==> src/rtl/node_rec_arbiter.sv <==
// Round-robin arbiter over per-bus CAN receive flags: captures rising edges as pending
// requests and grants them one at a time to the shared frame reader via valid/ack.
module node_rec_arbiter #(
  parameter int N_BUSES        = 32,
  parameter int ID_W           = 5,
  parameter int TIMEOUT_CYCLES = 1024
) (
  input  logic               clk,
  input  logic               rst,
  input  logic [N_BUSES-1:0] can_rec,
  input  logic               enable,
  input  logic               rec_ack,
  input  logic               overrun_clr,
  output logic               rec_valid,
  output logic [ID_W-1:0]    rec_id,
  output logic               rec_timeout,
  output logic [N_BUSES-1:0] pending,
  output logic [N_BUSES-1:0] overrun
);

  localparam int TW = $clog2(TIMEOUT_CYCLES);
  localparam logic [TW-1:0]   TIMER_LAST = TW'(TIMEOUT_CYCLES - 1);
  localparam logic [ID_W-1:0] ID_LAST    = ID_W'(N_BUSES - 1);

  typedef enum logic [1:0] {
    IDLE  = 2'd0,
    SCAN  = 2'd1,
    GRANT = 2'd2
  } state_t;

  state_t             state;
  logic [N_BUSES-1:0] can_rec_q;
  logic [N_BUSES-1:0] rise;
  logic [N_BUSES-1:0] clr;
  logic [ID_W-1:0]    ptr;
  logic [ID_W-1:0]    next_ptr;
  logic [TW-1:0]      timer;
  logic               hi_ok;
  logic               lo_ok;
  logic               hit_hi;
  logic               hit_lo;
  logic [ID_W-1:0]    hi_idx;
  logic [ID_W-1:0]    lo_idx;
  logic [ID_W-1:0]    pick;
  logic               pick_ok;

  // Edge detect and the pending-clear mask of an acknowledged grant.
  always_comb begin
    rise = can_rec & ~can_rec_q;
    clr  = '0;
    if (state == GRANT && rec_ack) begin
      clr[rec_id] = 1'b1;
    end else begin
      clr = '0;
    end
    if (rec_id == ID_LAST) begin
      next_ptr = '0;
    end else begin
      next_ptr = rec_id + ID_W'(1);
    end
  end

  // Round-robin search: lowest pending index at or above ptr, else lowest below ptr.
  // Descending loop so the lowest matching index is the last one written.
  always_comb begin
    hi_ok  = 1'b0;
    lo_ok  = 1'b0;
    hi_idx = '0;
    lo_idx = '0;
    hit_hi = 1'b0;
    hit_lo = 1'b0;
    for (int j = N_BUSES - 1; j >= 0; j--) begin
      hit_hi = pending[j] && (ID_W'(j) >= ptr);
      hit_lo = pending[j] && (ID_W'(j) <  ptr);
      hi_idx = hit_hi ? ID_W'(j) : hi_idx;
      lo_idx = hit_lo ? ID_W'(j) : lo_idx;
      hi_ok  = hi_ok | hit_hi;
      lo_ok  = lo_ok | hit_lo;
    end
    pick    = hi_ok ? hi_idx : lo_idx;
    pick_ok = hi_ok | lo_ok;
  end

  // Request capture; a new edge on the same cycle as a clear keeps the bit pending.
  always_ff @(posedge clk) begin
    if (rst) begin
      can_rec_q <= '0;
      pending   <= '0;
      overrun   <= '0;
    end else begin
      can_rec_q <= can_rec;
      pending   <= (pending & ~clr) | rise;
      overrun   <= (overrun_clr ? '0 : overrun) | (rise & pending & ~clr);
    end
  end

  // Grant FSM with registered handshake outputs.
  always_ff @(posedge clk) begin
    if (rst) begin
      state       <= IDLE;
      ptr         <= '0;
      timer       <= '0;
      rec_id      <= '0;
      rec_valid   <= 1'b0;
      rec_timeout <= 1'b0;
    end else begin
      rec_timeout <= 1'b0;
      case (state)
        IDLE: begin
          rec_valid <= 1'b0;
          if (enable && (|pending)) begin
            state <= SCAN;
          end else begin
            state <= IDLE;
          end
        end
        SCAN: begin
          if (pick_ok) begin
            rec_id    <= pick;
            timer     <= '0;
            rec_valid <= 1'b1;
            state     <= GRANT;
          end else begin
            rec_valid <= 1'b0;
            state     <= IDLE;
          end
        end
        GRANT: begin
          if (rec_ack) begin
            rec_valid <= 1'b0;
            ptr       <= next_ptr;
            state     <= IDLE;
          end else if (timer == TIMER_LAST) begin
            // Abandon the grant; the request stays pending and is retried in turn.
            rec_timeout <= 1'b1;
            rec_valid   <= 1'b0;
            ptr         <= next_ptr;
            state       <= IDLE;
          end else begin
            timer <= timer + TW'(1);
          end
        end
        default: begin
          rec_valid <= 1'b0;
          state     <= IDLE;
        end
      endcase
    end
  end

endmodule
==> config.mk <==
export PLATFORM = sky130hd
export DESIGN_NAME = node_rec_arbiter
export DESIGN_NICKNAME = d
export VERILOG_FILES = /design/src/rtl/node_rec_arbiter.sv
export SDC_FILE = /design/constraint.sdc
export NUM_CORES = 1
export LEC_CHECK = 0
export CAP_MARGIN = 10
export CORE_MARGIN = 10
export CORE_UTILIZATION = 35
export CTS_BUF_LIST = sky130_fd_sc_hd__clkbuf_4 sky130_fd_sc_hd__clkbuf_8
export DETAILED_ROUTE_END_ITERATION = 12
export HOLD_SLACK_MARGIN = 0.06
export PLACE_DENSITY = 0.56
export SLEW_MARGIN = 10
export SYNTH_ARGS = -nofsm -noshare
export SYNTH_HDL_FRONTEND = slang
export SYNTH_SLANG_ARGS = --single-unit
export TNS_END_PERCENT = 100
==> constraint.sdc <==
create_clock -name clk -period 4.2 [get_ports clk]
set_input_delay 0.42 -clock clk [delete_from_list [all_inputs] [get_ports clk]]
set_output_delay 0.42 -clock clk [all_outputs]
set_load 0.01 [all_outputs]
==> out/metrics.cfg <==
[critical_path]
r2r_slack_ps = 810
worstPathMaxFanout = 20
cp.arrival_ps = 3750
cp-startpoint = ptr[3]
critPathRequiredTime_ps = 4560
r2r_end = rec_id[1]
r2r-start = ptr[3]
r2r_cells = 8
critPathLaunchType = register
endpoint = rec_id[1]
crit_type = reg -> reg
crit_path_end_kind = register

[synthesis]
yosys_warnings = 0
synth_area_um2 = 6230
synth-async-reset-ratio_pct = 0
yosys.area_share.simple_pct = 25.9
synthCells = 752
synth_compound_area_share_pct = 27.8
synth_enable_flop_cells = 0
synth_nets = 795
ys_top_cells_by_area = dfxtp_1 39%, a21oi_1 5.2%, a2bb2oi_1 4.9%, o21ai_0 4.8%, nor2_1 4.5%
ys_seq_elements = 120
synth_top_family_by_area = compound AO/OA/AOI/OAI gates
muxShareOfSynthArea_pct = 0.321
synth_fa_ha_area_share_pct = 1.21
synth_flop_cell = dfxtp_1
synth_xor_xnor_area_share_pct = 1.12
postSynthAreaPerCell_um2 = 8.28
synth_top_area_cell = dfxtp_1
synth_most_common_cell = dfxtp_1
netlist.area_leader.share_pct = 38.6
synth_commonest_cells = 120 x dfxtp_1, 75 x nor2_1, 65 x a21oi_1, 60 x o21ai_0, 41 x nor2b_1
ys_types = 74
ys_seq_area_share_pct = 38.6

[timing]
slew_headroom_pct = 23.0
fin_crit_sh_pct = 80.8
finClkSkew_ps = 16.8
period_needed_ps = 3390
tns_ps = 0
timing.fmax_ghz = 0.295
final_max_slew_viol_count = 0
rsz0062_at_grt = no
finalHoldViolations = 0
report.final.setup_viol = 0
worstMarginPinSlew_ps = 1150

[placed_design]
gp_congestion = 0.931
io_buffer_count = 107
dpl.cell_count = 1049
dp_hpwl_um = 15300

[floorplanning]
rows = 48
core_area_um2 = 17400
die_y_um = 153
die_area_um2 = 23500
io_pins = 108
initial_core_util_pct = 35.9
die_width_um = 153

[pwr]
vdd_ir_drop_max_mv = 0.295
power_density_nw_per_um2 = 363
p_leak_nw = 2.97

[layout]
area_growth_pct = 26.0
fin_cells = 1081
drive_above_1_share_pct = 8.53
n_antenna_cell = 0
nets = 886

[route]
drt_first_pass_iters = 5
postRouteAntennaNets = 0
first_iter_violations = 547
vias = 6014
wl_um = 21200
routed_via_density = 5.56
wl_per_cell_um = 19.6
drc_errors = 0

[clocking]
cts_tree = done
ctsResizeCount = 0
cts_hold_buf = 0
post_cts_buffers = 0
root_buffer = clkbuf_8
clk_path_buf_depth = 2
insertion_delay_ps = 450
cts_inserted_buffers = 17
cts.sinks = 120
cts_htree_levels = 4
cts.clk_slew.worst_paths_ps = 80

[global_routing]
grt-ovfl-total = 0
track_usage_pct = 17.4
grt_pass1_vias = 5819
grt_max_degree = 64
grt_pass1_wl_um = 33100
antenna_found_initial = 0

[job]
cap_violations = 0

[worst_hold_path]
hold_path.class = reg -> reg

[outcome]
status = completed

## critical path: stages (launching register included)
cell,delay (ps)
dfxtp_1,680
buf_4,350
nand3_1,260
a21o_1,310
and3_1,240
nor4b_4,170
a31oi_1,880
nor2_1,120
a311oi_2,290
## metrics by stage
stage          utilization [%]  power (mW)  setup slack, ps  cell area, um2  hold WS, ps
2_1_floorplan                -        1.50             1950            6230          403
3_3_place_gp              42.7        1.69              974            7400          423
3_5_place_dp              42.7        1.69              865            7400          421
4_1_cts                   45.2        2.88              822            7850          438
5_1_grt                   45.2        2.97              489            7850          459
6_report                  45.2        2.85              806            7850          437
## cells by family after synthesis
family / count (synthesis)
AOI/OAI and AO/OA: 256
xor gates and xnor gates: 8
adders and majority gates: 6
buffers and inverters: 62
DFF: 120
muxes: 2
and+or+nand+nor: 298
## worst min path at each step
stage / slack [ps] / cells past startpoint / start / to
3_5_place_dp: 420 / 1 / state[1] / state[0]
4_1_cts: 440 / 1 / state[1] / state[0]
3_3_place_gp: 420 / 1 / state[1] / state[0]
6_report: 440 / 1 / state[1] / state[0]
5_1_grt: 460 / 1 / state[1] / state[0]
2_1_floorplan: 400 / 1 / state[1] / state[0]
## area by class of cell
| type | count | area (um2) |
|---|---|---|
| clock buffers | 21 | 277 |
| multi-input cells | 570 | 3510 |
| clock inverters | 11 | 171 |
| fillers | 1726 | 9500 |
| flip-flops and latches | 120 | 2400 |
| inverters | 16 | 60.1 |
| well taps | 225 | 282 |
| repair buffers | 118 | 1150 |
## flip-flops by register name, summed over array words and instances, names as in the netlist
name         flops
rec_id           5
timer           10
rec_timeout      1
rec_valid        1
can_rec_q       32
state            2
pending         32
ptr              5
overrun         32
## per-layer routing
layer / global-route usage (%) / up-vias / wire [um]
met4: 5.98 / 0 / 400
met5: 0 / - / 0
met3: 4.55 / 32 / 1230
met2: 27.5 / 197 / 9750
li1: - / 2915 / -
met1: 22.5 / 2870 / 9820
## layout by cell type, fill, tap and decap left out, types with 4 or more instances in the layout
| master | netlist | layout |
|---|---|---|
| xor2_1 | 4 | 4 |
| nand2b_1 | 40 | 40 |
| nand4b_1 | 4 | 4 |
| nand3b_1 | 9 | 9 |
| xnor2_1 | 4 | 4 |
| a31oi_1 | 7 | 7 |
| a21boi_0 | 6 | 6 |
| nand2_1 | 37 | 37 |
| a211o_1 | 4 | 4 |
| inv_1 | 16 | 16 |
| a211oi_1 | 7 | 7 |
| a2bb2oi_1 | 35 | 35 |
| clkdlybuf4s50_1 | 0 | 106 |
| and3_1 | 12 | 12 |
| nand4_1 | 7 | 7 |
| nor2b_1 | 41 | 41 |
| ha_1 | 6 | 6 |
| nand3_1 | 35 | 35 |
| o21bai_1 | 5 | 5 |
| a31o_2 | 4 | 4 |
| a21oi_1 | 65 | 65 |
| bufinv_16 | 0 | 4 |
| o21ai_0 | 60 | 60 |
| or3_1 | 4 | 4 |
| a21o_1 | 7 | 7 |
| nor3_1 | 10 | 10 |
| o211ai_1 | 12 | 12 |
| nor2_1 | 75 | 75 |
| clkbuf_8 | 0 | 19 |
| o21a_1 | 6 | 6 |
| dfxtp_1 | 120 | 120 |
| buf_4 | 3 | 12 |
## report_power, final
| part | switching, mW | internal, mW | total, mW |
|---|---|---|---|
| sequential | 0.0728 | 1.19 | 1.27 |
| clock | 0.496 | 0.692 | 1.19 |
| combinational | 0.190 | 0.205 | 0.395 |
No activity file was read; power rests on OpenSTA's default activity.
